$ cat src/rtl/mem_arbiter.sv
// Shared memory bus arbiter between instruction fetch and data load/store ports.
// One requester is granted at a time. Conflicts resolve round-robin. Each access runs a
// read/write handshake on the bus and ends with a registered one-cycle ready pulse.
// A watchdog aborts accesses that stay busy for TIMEOUT cycles.
module mem_arbiter #(
    parameter int unsigned TIMEOUT = 16
) (
    input  logic        clk,
    input  logic        rst,
    input  logic        i_req,
    input  logic [31:0] i_addr,
    input  logic        d_read,
    input  logic        d_write,
    input  logic [31:0] d_addr,
    input  logic [31:0] d_wdata,
    output logic        i_ready,
    output logic [31:0] i_instr,
    output logic        d_ready,
    output logic [31:0] d_rdata,
    output logic        err,
    output logic        stall,
    output logic [31:0] bus_addr,
    output logic [31:0] bus_wdata,
    output logic        bus_ren,
    output logic        bus_wen,
    input  logic        bus_busy,
    input  logic [31:0] bus_rdata
);

    // A zero TIMEOUT still needs a legal one-bit counter.
    localparam int unsigned CntW = (TIMEOUT > 0) ? $clog2(TIMEOUT + 1) : 1;

    typedef enum logic [1:0] {StIdle, StIAcc, StDAcc, StResp} state_e;

    state_e            state_q, state_d;
    logic [31:0]       addr_q, addr_d;
    logic [31:0]       wdata_q, wdata_d;
    logic              write_q, write_d;
    logic              gnt_data_q, gnt_data_d;   // current access belongs to the data port
    logic              last_data_q, last_data_d; // most recent grant went to the data port
    logic [CntW-1:0]   cnt_q, cnt_d;
    logic [CntW-1:0]   cnt_inc;
    logic [31:0]       rdata_q, rdata_d;
    logic              err_q, err_d;
    logic              d_pend;
    logic              pick_data;

    // State and datapath registers with synchronous reset.
    always_ff @(posedge clk) begin
        if (rst) begin
            state_q     <= StIdle;
            addr_q      <= '0;
            wdata_q     <= '0;
            write_q     <= 1'b0;
            gnt_data_q  <= 1'b0;
            last_data_q <= 1'b1;
            cnt_q       <= '0;
            rdata_q     <= '0;
            err_q       <= 1'b0;
        end else begin
            state_q     <= state_d;
            addr_q      <= addr_d;
            wdata_q     <= wdata_d;
            write_q     <= write_d;
            gnt_data_q  <= gnt_data_d;
            last_data_q <= last_data_d;
            cnt_q       <= cnt_d;
            rdata_q     <= rdata_d;
            err_q       <= err_d;
        end
    end

    // Next-state: arbitration in idle, handshake and watchdog during an access.
    always_comb begin
        state_d     = state_q;
        addr_d      = addr_q;
        wdata_d     = wdata_q;
        write_d     = write_q;
        gnt_data_d  = gnt_data_q;
        last_data_d = last_data_q;
        cnt_d       = cnt_q;
        rdata_d     = rdata_q;
        err_d       = err_q;
        d_pend      = d_read | d_write;
        // Saturating increment; the counter must never wrap back to zero.
        cnt_inc     = (cnt_q == {CntW{1'b1}}) ? cnt_q : cnt_q + 1'b1;
        // On a conflict the port that did not win last time gets the bus.
        pick_data   = d_pend & (~i_req | ~last_data_q);

        unique case (state_q)
            StIdle: begin
                if (i_req || d_pend) begin
                    gnt_data_d  = pick_data;
                    last_data_d = pick_data;
                    cnt_d       = '0;
                    if (pick_data) begin
                        addr_d  = d_addr;
                        write_d = d_write;
                        wdata_d = d_write ? d_wdata : 32'h0;
                        state_d = StDAcc;
                    end else begin
                        addr_d  = i_addr;
                        write_d = 1'b0;
                        wdata_d = 32'h0;
                        state_d = StIAcc;
                    end
                end
            end
            StIAcc, StDAcc: begin
                if (!bus_busy) begin
                    rdata_d = write_q ? 32'h0 : bus_rdata;
                    err_d   = 1'b0;
                    state_d = StResp;
                end else begin
                    cnt_d = cnt_inc;
                    if ((TIMEOUT != 0) && (32'(cnt_inc) == TIMEOUT)) begin
                        rdata_d = 32'h0;
                        err_d   = 1'b1;
                        state_d = StResp;
                    end
                end
            end
            StResp: begin
                state_d = StIdle;
            end
            default: begin
                state_d = StIdle;
            end
        endcase
    end

    // Bus strobes and requester responses decoded from the registered state.
    always_comb begin
        bus_addr  = addr_q;
        bus_wdata = wdata_q;
        bus_ren   = ((state_q == StIAcc) || (state_q == StDAcc)) & ~write_q;
        bus_wen   = ((state_q == StIAcc) || (state_q == StDAcc)) & write_q;
        i_ready   = (state_q == StResp) & ~gnt_data_q;
        d_ready   = (state_q == StResp) & gnt_data_q;
        i_instr   = i_ready ? rdata_q : 32'h0;
        d_rdata   = d_ready ? rdata_q : 32'h0;
        err       = (state_q == StResp) & err_q;
        stall     = (i_req & ~i_ready) | ((d_read | d_write) & ~d_ready);
    end

endmodule

$ cat config.mk
export PLATFORM = sky130hd
export DESIGN_NAME = mem_arbiter
export DESIGN_NICKNAME = d
export VERILOG_FILES = /design/src/rtl/mem_arbiter.sv
export SDC_FILE = /design/constraint.sdc
export NUM_CORES = 1
export LEC_CHECK = 0
export ABC_AREA = 1
export BUFFER_PORTS_ARGS = -buffer_cell sky130_fd_sc_hd__buf_2
export CAP_MARGIN = 20
export CORE_MARGIN = 2
export CORE_UTILIZATION = 44
export DETAILED_ROUTE_END_ITERATION = 7
export MAX_ROUTING_LAYER = met4
export PLACE_DENSITY = 0.8
export SYNTH_ARGS = -nofsm -noshare
export SYNTH_HDL_FRONTEND = slang
export SYNTH_SLANG_ARGS = --single-unit
$ cat constraint.sdc
create_clock -name clk -period 2.1 [get_ports clk]
set_input_delay 0.42 -clock clk [delete_from_list [all_inputs] [get_ports clk]]
set_output_delay 0.42 -clock clk [all_outputs]
set_load 0.005 [all_outputs]
## Word level (Yosys, flattened, before mapping)

Cells that the tools add are included.

| operators by class | value |
|---|---|
| equal/unequal tests | 9 |
| reduce and logical (&&, ||, !) cells | 9 |
| bitwise operators | 17 |
| add/sub/neg operators | 1 |
| muxes and demuxes | 20 |

Operators by type and width:

| cell | number |
|---|---|
| two-way mux 32 bit | 8 |
| two-way mux 5 bit | 3 |
| equality test 5 bit, second input constant | 2 |
| one-hot mux 5 bit (2 select lines) | 1 |
| bitwise AND 1 bit | 8 |
| two-way mux 2 bit | 4 |
| inverter 1 bit | 6 |
| one-hot mux 2 bit (3 select lines) | 1 |
| AND reduction 2 bit | 3 |
| adder 5 x 1 -> 5 bit, second input constant | 1 |
| equality test 2 bit, second input constant | 2 |
| != test 2 bit, second input constant | 2 |
| two-way mux 1 bit | 3 |
| != test 3 bit, second input constant | 1 |
| bitwise OR 1 bit | 3 |
| AND reduction 3 bit | 1 |
| equality test 2 x 1 -> 1 bit, second input constant | 1 |
| zero test 2 bit | 1 |
| logical OR 1 bit | 2 |
| != test 2 x 1 -> 1 bit, second input constant | 1 |
| nonzero test 2 bit | 1 |
| OR reduction 2 bit | 1 |

| word-level totals | value |
|---|---|
| output and inout port bits | 134 |
| input port bits | 134 |
| bits in registers | 107 |

## Longest topological paths before layout

Gate-level depths: netlist of the first run.

| logic depth | value |
|---|---|
| depth in word-level cells | 6 |
| mapped depth | 11 |

## Worst setup path before layout of the first run

Ideal clock, no wire load.

| path | value |
|---|---|
| kind | register -> output |
| start | register state_q[0] |
| end | output port bus_wen |
| buffers on the path | 2 |
| arrival time | 1189 ps |
| setup slack | 491 ps |
| cell stages (with the launch flop) | 7 |
| cells stage by stage | dfxtp_1 -> inv_1 -> ha_1 -> buf_4 -> clkbuf_1 -> nand2_1 -> inv_1 |

| on the way | value |
|---|---|
| longest elaborated chain between the ends | 3 |
| elaborated cells between the ends (all ways) | 4 |

Ends and longest elaborated chain:

| element | RTL line | RTL |
|---|---|---|
| start, declared | 35 | `state_e state_q, state_d;` |
| start signal, assigned | 51 | `state_q <= StIdle;` |
| start signal, assigned | 61 | `state_q <= state_d;` |
| equality test 2 x 1 -> 1 bit / equality test 2 bit (equally long branches) | 137 | `bus_wen = ((state_q == StIAcc) \|\| (state_q == StDAcc)) & write_q;` |
| logical OR 1 bit * | 137 |  |
| bitwise AND 1 bit * | 137 |  |
| end, declared | 25 | `output logic bus_wen,` |

Mark *: on every way between the ends. The rest lies on a longest branch, timed or not.

## Worst setup path in the final report of the first run

| path | value |
|---|---|
| start | register state_q[1] |
| end | output port i_instr[23] |

| on the way | value |
|---|---|
| longest elaborated chain between the ends | 3 |

Ends and longest elaborated chain:

| element | RTL line | RTL |
|---|---|---|
| equality test 2 bit | 138 | `i_ready = (state_q == StResp) & ~gnt_data_q;` |
| bitwise AND 1 bit | 138 |  |
| two-way mux 32 bit | 140 | `i_instr = i_ready ? rdata_q : 32'h0;` |
| end, declared | 17 | `output logic [31:0] i_instr,` |

No other way between the ends.

==> results.md, run 1 <==
* CP Launch Type: register
* Post-synthesis sequential area ratio at 44.88%
* ANT cells at 0
* Footprint of the multi-input gates at 0.002170 mm^2
* WS Path Type: register to output pin
* CP Max Fanout at 32
* Gr usage total at approximately a quarter
* Peak Freq at 506.2 MHz
* Register Area at approximately 0.0021 mm^2
* Most frequent cell after synthesis: a21oi_1
* Worst-path cell with the longest stage delay: dfxtp_1
* Maximum vdd ir drop at 0.6553 mV
* Worst hold endpoint: bus_wdata[0]
* Vias/cell at ~5.2
* Syn_area_per_cell at 7.310 um^2
* DRC viols at 0
* Status: finished, final reports clean
* Finish-stage setup viols at 0
* Pleak at 3.025 nW
* Reg2reg path depth at 8
* Post-synth net total at 790
* Final core occ at 59.85%
* Max stage delay on crit path at around 0.37 ns
* Layout cells sized above 1 at 35.00%
* Post-synthesis simple-gate area fraction at 23.88%
* Global-route wire length before repair at about 23 mm
* CP Data Required Time at 1.68 ns
* Worst slew pin tran at roughly 0.72 ns
* Main combinational cell family by area after synthesis: simple AND/OR/NAND/NOR gates
* Fraction of registers with async set/reset at 0%
* # port buffers at 267
* GRT overflow at 0
* Core Area at 0.01070 mm^2
* Worst Hold Class: input pin to register
* Hold Buf Count CTS at 0
* H-tree depth at 3
* Final number of hold-violating endpoints at 0
* Max Slew Vio Count at 0
* Worst Hold Launch: d_wdata[0]
* DRT Pass-1 Iters at 5
* Number of synthesized register bits at between 100 and 150
* Critical R2R Launch: cnt_q[1]
* Capturing point of the worst reg2reg path: rdata_q[22]
* Post-synth top area cell: dfxtp_1
* # IOs at about 270
* Estimated wirelength of the detail-placed design at 10.72 mm
* CTS tree: done
* Synth top area cells: dfxtp_1 45%, a21oi_1 12%, nor2_1 7.8%, nand2_1 6.0%, a32oi_1 5.1%
* Synth unique cells at 25
* Syn Std Cell Area at approximately 0.0048 mm^2
* Final setup TNS at 0 ns
* Cell Pwr Density at between 1000 and 1500 mW/mm^2
* Root buffer cell: clkbuf_8
* Post-synth top area share at 44.88%
* Worst setup EP type: output pin
* Tmin final at 1.975 ns
* Clk Latency, worst-skew pair at 0.37 ns
* WL per Instance at about 14 um
* Area growth, synth to finish at 34.13%
* TritonCTS Sinks at 107
* Crit path cell chain: ha_2 -> inv_1 -> nor2_1 -> inv_1 -> buf_6 -> nor2_1 -> buf_2
* Antenna-violating nets left at 0
* Clock Pin Slew Worst Setup and Hold Paths at 0.13 ns
* Postcts setup bufs at 0
* Hold depth at 3
* Max-cap violation count at 0
* Die H at 108.2 um
* Vias in the first global route at 4822
* Buf/Inv on CP at 4
* RSZ-0062 raised after global routing: false
* Max clock buf depth at 2
* Post-Synth XOR/XNOR Area at 0%
* CTS buffer count at 9
* Vias post-DR at 5419
* CP delay by family, top: buffers and inverters
* Yosys synthesis warning count at 0
* Flop-to-flop setup slack at 0.20 ns
* Initial antenna violation count at 0
* Top_reg_cell synth: dfxtp_1
* Die X at 108.2 um
* Post-Syn Instances at 653
* Final-layout fill cell count at 1087
* Worst slew margin at 51.71%
* Synth Area in Compound Gates at between 20% and 30%
* Nets at just over 1000
* Skew final at 0.02584 ns
* Die ar. at 0.01170 mm^2
* Crit share post-route at 94.07%
* Number of synthesized flops with an enable pin at 0
* Std cell rows at 38
* Synth cell count leaders: 110 x a21oi_1, 107 x dfxtp_1, 99 x nor2_1, 76 x nand2_1, 53 x inv_1
* Critical Path AT at 1.56 ns
* Mux cell area share after synthesis at 0%
* Routed wire length at 15.06 mm
* Initial DRC count at 274
* Final GP Congestion at 0.8529
* Initial Utilization at 44.62%
* Synth Area in Adders at 0.7864%
* Pin count of the biggest net entering global routing at 72
==> per-stage QoR <==
| step | hold slack, ns | cell area [um^2] | instances | worst slack [ns] | power, mW |
|---|---|---|---|---|---|
| CTS | 0.2665 | 6394 | 1040 | 0.02214 | 6.630 |
| global placement | 0.4485 | 6182 | 1024 | 0.2296 | 5.274 |
| floorplan | 0.4388 | 4773 | 653 | 0.4911 | 4.375 |
| global route | 0.2747 | 6402 | 1040 | 0.004534 | 7.071 |
| detailed placement | 0.4539 | 6182 | 1024 | 0.1977 | 5.305 |
| finish | 0.2779 | 6402 | 1040 | 0.1245 | 6.606 |
==> cells by family (layout without fill, tap and decap cells) <==
| group | Yosys count | in the layout |
|---|---|---|
| fa+ha+maj | 3 | 3 |
| compound gates | 175 | 175 |
| buf+inv | 110 | 357 |
| simple gates | 258 | 258 |
| flops | 107 | 107 |
==> per-layer routing <==
metal | vias up | routed length [um] | track usage [%] | part of all wire (%)
met5 | - | 0 | - | 0
met4 | 0 | 301 | 7.875 | 2.0
met3 | 27 | 1325 | 4.702 | 8.8
met2 | 256 | 7269 | 42.14 | 48
met1 | 2438 | 6165 | 30.63 | 41
li1 | 2698 | - | - | -
==> registers in the layout (all words and copies together), names as in the netlist <==
signal	count
bus_addr	32
bus_wdata	32
cnt_q	5
err_q	1
gnt_data_q	1
last_data_q	1
rdata_q	32
state_q	2
write_q	1
==> repair_timing <==
action	in CTS	in global routing
gates resized for setup	0	4
endpoints found under the hold margin	0	0
setup endpoints to repair	0	41
==> placed cells by master (no fill, tap or decap), types with 2 or more instances in the layout <==
| cell | netlist | routed |
|---|---|---|
| nor2_2 | 4 | 4 |
| ha_1 | 3 | 2 |
| a21oi_2 | 2 | 2 |
| buf_2 | 8 | 267 |
| nand3_1 | 43 | 43 |
| clkbuf_8 | 0 | 9 |
| o21ai_0 | 23 | 23 |
| nand4_1 | 33 | 33 |
| clkinv_8 | 0 | 2 |
| o21ai_1 | 11 | 11 |
| dfxtp_2 | 0 | 2 |
| nor2_1 | 99 | 99 |
| nand2_1 | 76 | 76 |
| inv_1 | 53 | 53 |
| inv_8 | 0 | 2 |
| dfxtp_1 | 107 | 105 |
| a21oi_1 | 110 | 110 |
| buf_4 | 4 | 17 |
| a32oi_1 | 28 | 28 |
==> how the worst max path moves through the flow <==
stage,start,to,slack (ns),cells past startpoint
2_1_floorplan,state_q[0],bus_wen,0.49,6
3_3_place_gp,d_write,cnt_q[0],0.23,8
3_5_place_dp,cnt_q[0],rdata_q[14],0.20,8
4_1_cts,state_q[0],i_instr[23],0.02,7
5_1_grt,state_q[1],i_instr[14],0.005,7
6_report,state_q[1],i_instr[23],0.12,7
==> report_power, final <==
group	switching, mW	leakage, nW	internal, mW
combinational	1.58	2.05	0.924
clock	0.828	0.103	0.489
sequential	0.269	0.877	2.52
==> layout make-up <==
class | instances | share of cell area (%)
flip-flops and latches | 107 | 33.50
well taps | 140 | 2.736
repair buffers | 286 | 23.35
inverters | 55 | 3.225
clock inverters | 7 | 1.368
multi-input cells | 436 | 33.89
clock buffers | 9 | 1.935
==> worst reg2reg max path, cell delays in order (launching register included) <==
cell     delay [ns]
dfxtp_1        0.41
ha_1           0.25
nand4_2        0.18
nand2_1        0.11
nand2_1        0.07
nor2_2         0.14
nand3_4        0.33
nand3_1        0.18
a21oi_1        0.08
Power figures use the tool's default switching activity.
==> inputs of run 2 (changes only) <==
--- a/config.mk
+++ b/config.mk
@@ -13,6 +13,7 @@
 export DETAILED_ROUTE_END_ITERATION = 7
 export MAX_ROUTING_LAYER = met4
 export PLACE_DENSITY = 0.8
+export RECOVER_POWER = 25
 export SYNTH_ARGS = -nofsm -noshare
 export SYNTH_HDL_FRONTEND = slang
 export SYNTH_SLANG_ARGS = --single-unit
==> results.md, run 2 (same netlist as run 1, synthesis figures left out) <==
* Core Area at 0.01070 mm^2 (unchanged)
* CTS tree: done
* Cell Pwr Density at 1030 mW/mm^2 (-0.12%)
* Max clock buf depth at 2 (unchanged)
* Tmin final at 1.983 ns (+0.007861 ns)
* Final core occ at 59.40% (-0.44 points)
* CP Data Required Time at 1.68 ns (about the same)
* Root buffer cell: clkbuf_8
* Area growth, synth to finish at 33.13%
* ANT cells at 0 (unchanged)
* Finish-stage setup viols at 0 (unchanged)
* Footprint of the multi-input gates at 0.002170 mm^2 (unchanged)
* Worst-path cell with the longest stage delay: dfxtp_1
* Most frequent cells in the layout: 229 x buf_2, 110 x a21oi_1, 105 x dfxtp_1, 99 x nor2_1, 76 x nand2_1
* Layout cells sized above 1 at 30.78% (-4.2 points)
* Skew final at 0.02553 ns (-0.0003083 ns)
* Peak Freq at 504.2 MHz (-0.40%)
* Worst setup EP type: output pin
* Routed wire length at 14.94 mm (-0.84%)
* Vias in the first global route at 4822 (unchanged)
* Critical Path AT at 1.56 ns (about the same)
* Vias post-DR at 5429 (+0.18%)
* Status: finished, final reports clean
* Design area at 0.006355 mm^2 (-0.74%)
* Hold Buf Count CTS at 0 (unchanged)
* Max Slew Vio Count at 0 (unchanged)
* Area after DPL at 0.006182 mm^2 (unchanged)
* RSZ-0062 raised after global routing: false
* Min Hold Slack at 0.2832 ns (+0.005227 ns)
* CP Launch Type: register
* Die ar. at 0.01170 mm^2 (unchanged)
* Initial Utilization at 44.62% (unchanged)
* Nets at 1032 (unchanged)
* Final-layout fill cell count at 1102 (+1.4%)
* Pin count of the biggest net entering global routing at 72 (unchanged)
* Top Metal Used: met4
* Final GP Congestion at 0.8529 (unchanged)
* WL per Instance at 14.36 um (-0.84%)
* Flop-to-flop setup slack at 0.21 ns (about the same)
* Final number of hold-violating endpoints at 0 (unchanged)
* DR WL met2 at 7.317 mm (+0.66%)
* Antenna-violating nets left at 0 (unchanged)
* Initial DRC count at 307 (+12%)
* Worst slew margin at 52.68% (+0.97 points)
* Initial antenna violation count at 0 (unchanged)
* TritonCTS Sinks at 107 (unchanged)
* GRT overflow at 0 (unchanged)
* # IOs at 268 (unchanged)
* Worst Hold Class: input pin to register
* DRT Pass-1 Iters at 5 (unchanged)
* Clk Latency, worst-skew pair at 0.37 ns (about the same)
* Maximum vdd ir drop at 0.6525 mV (-0.44%)
* M1 WL at 6.052 mm (-1.8%)
* Postcts setup bufs at 0 (unchanged)
* # port buffers at 267 (unchanged)
* Worst slew pin tran at 0.7099 ns (-0.01449 ns)
* Pwr Total at 6.549 mW (-0.86%)
* Crit path cell chain: ha_2 -> inv_1 -> nor2_1 -> inv_1 -> buf_6 -> nor2_1 -> buf_2
* Estimated wirelength of the detail-placed design at 10.72 mm (unchanged)
* Die H at 108.2 um (unchanged)
* Gr usage total at 25.10% (unchanged)
* Register Area at 0.002145 mm^2 (unchanged)
* DRC viols at 0 (unchanged)
* H-tree depth at 3 (unchanged)
* Global-route wire length before repair at 23.02 mm (unchanged)
* Max-cap violation count at 0 (unchanged)
* Commonest non-fill, non-tap cell in the layout: buf_2
* Vias/cell at 5.220 (+0.18%)
* Met3 WL post-DR at 1.267 mm (-4.4%)
* WS Path Type: register to output pin
* CTS buffer count at 9 (unchanged)
* Final setup TNS at 0 ns (unchanged)
* Crit share post-route at 94.45% (+0.37 points)
* Std cell rows at 38 (unchanged)
* Die X at 108.2 um (unchanged)
* Clock Pin Slew Worst Setup and Hold Paths at 0.13 ns (about the same)
* CP Max Fanout at 32 (unchanged)
* Max stage delay on crit path at 0.37 ns (about the same)
* Pleak at 2.877 nW (-4.9%)
[run 2: cell types whose count changed in the layout (fill, tap and decap cells not counted), sizes merged]
cell and change:
clkbuf +38, buf -38
[run 2: metrics by stage]
stage / std cells / setup slack, ns
finish: 1040 / 0.1167
global route: 1040 / 0.004534
CTS: 1040 / 0.02214
global placement: 1024 / 0.2296
floorplan: 653 / 0.4911
detailed placement: 1024 / 0.1977
[run 2: power breakdown]
| group | leakage, nW | internal (mW) | switching (mW) |
|---|---|---|---|
| sequential | 0.877 | 2.52 | 0.276 |
| clock | 0.103 | 0.489 | 0.824 |
| combinational | 1.90 | 0.869 | 1.57 |
[run 2: path summary, 6_finish.rpt]
path	start	to	cells after the start
hold reg to reg	err_q	err_q	2
hold / removal	d_wdata[1]	bus_wdata[1]	3
setup reg to reg	cnt_q[1]	rdata_q[22]	8
setup / recovery	state_q[1]	i_instr[23]	7
[run 2: final cells by class]
| type | instances | area share (%) |
|---|---|---|
| inverters | 55 | 3.249 |
| repair buffers | 286 | 22.78 |
| flip-flops and latches | 107 | 33.75 |
| well taps | 140 | 2.756 |
| multi-input cells | 436 | 34.14 |
| clock inverters | 7 | 1.378 |
| clock buffers | 9 | 1.949 |
[run 2: layer usage]
layer | vias up | global-route usage, %
li1 | 2701 | -
met1 | 2464 | 30.63
met2 | 237 | 42.14
met3 | 27 | 4.702
met4 | 0 | 7.875
met5 | - | -
[run 2: worst max-delay path, delay by kind of cell (launching register included)]
family                   cells  cell delay [ns]
AND/OR/NAND/NOR              2             0.22
adder cells (fa/ha/maj)      1             0.22
buffers and inverters        4             0.40
flip-flops                   1             0.37
[run 2: what timing repair did]
item,CTS,global route
hold endpoints to repair,0,0
gates resized for setup,0,4
setup endpoints to repair,0,41
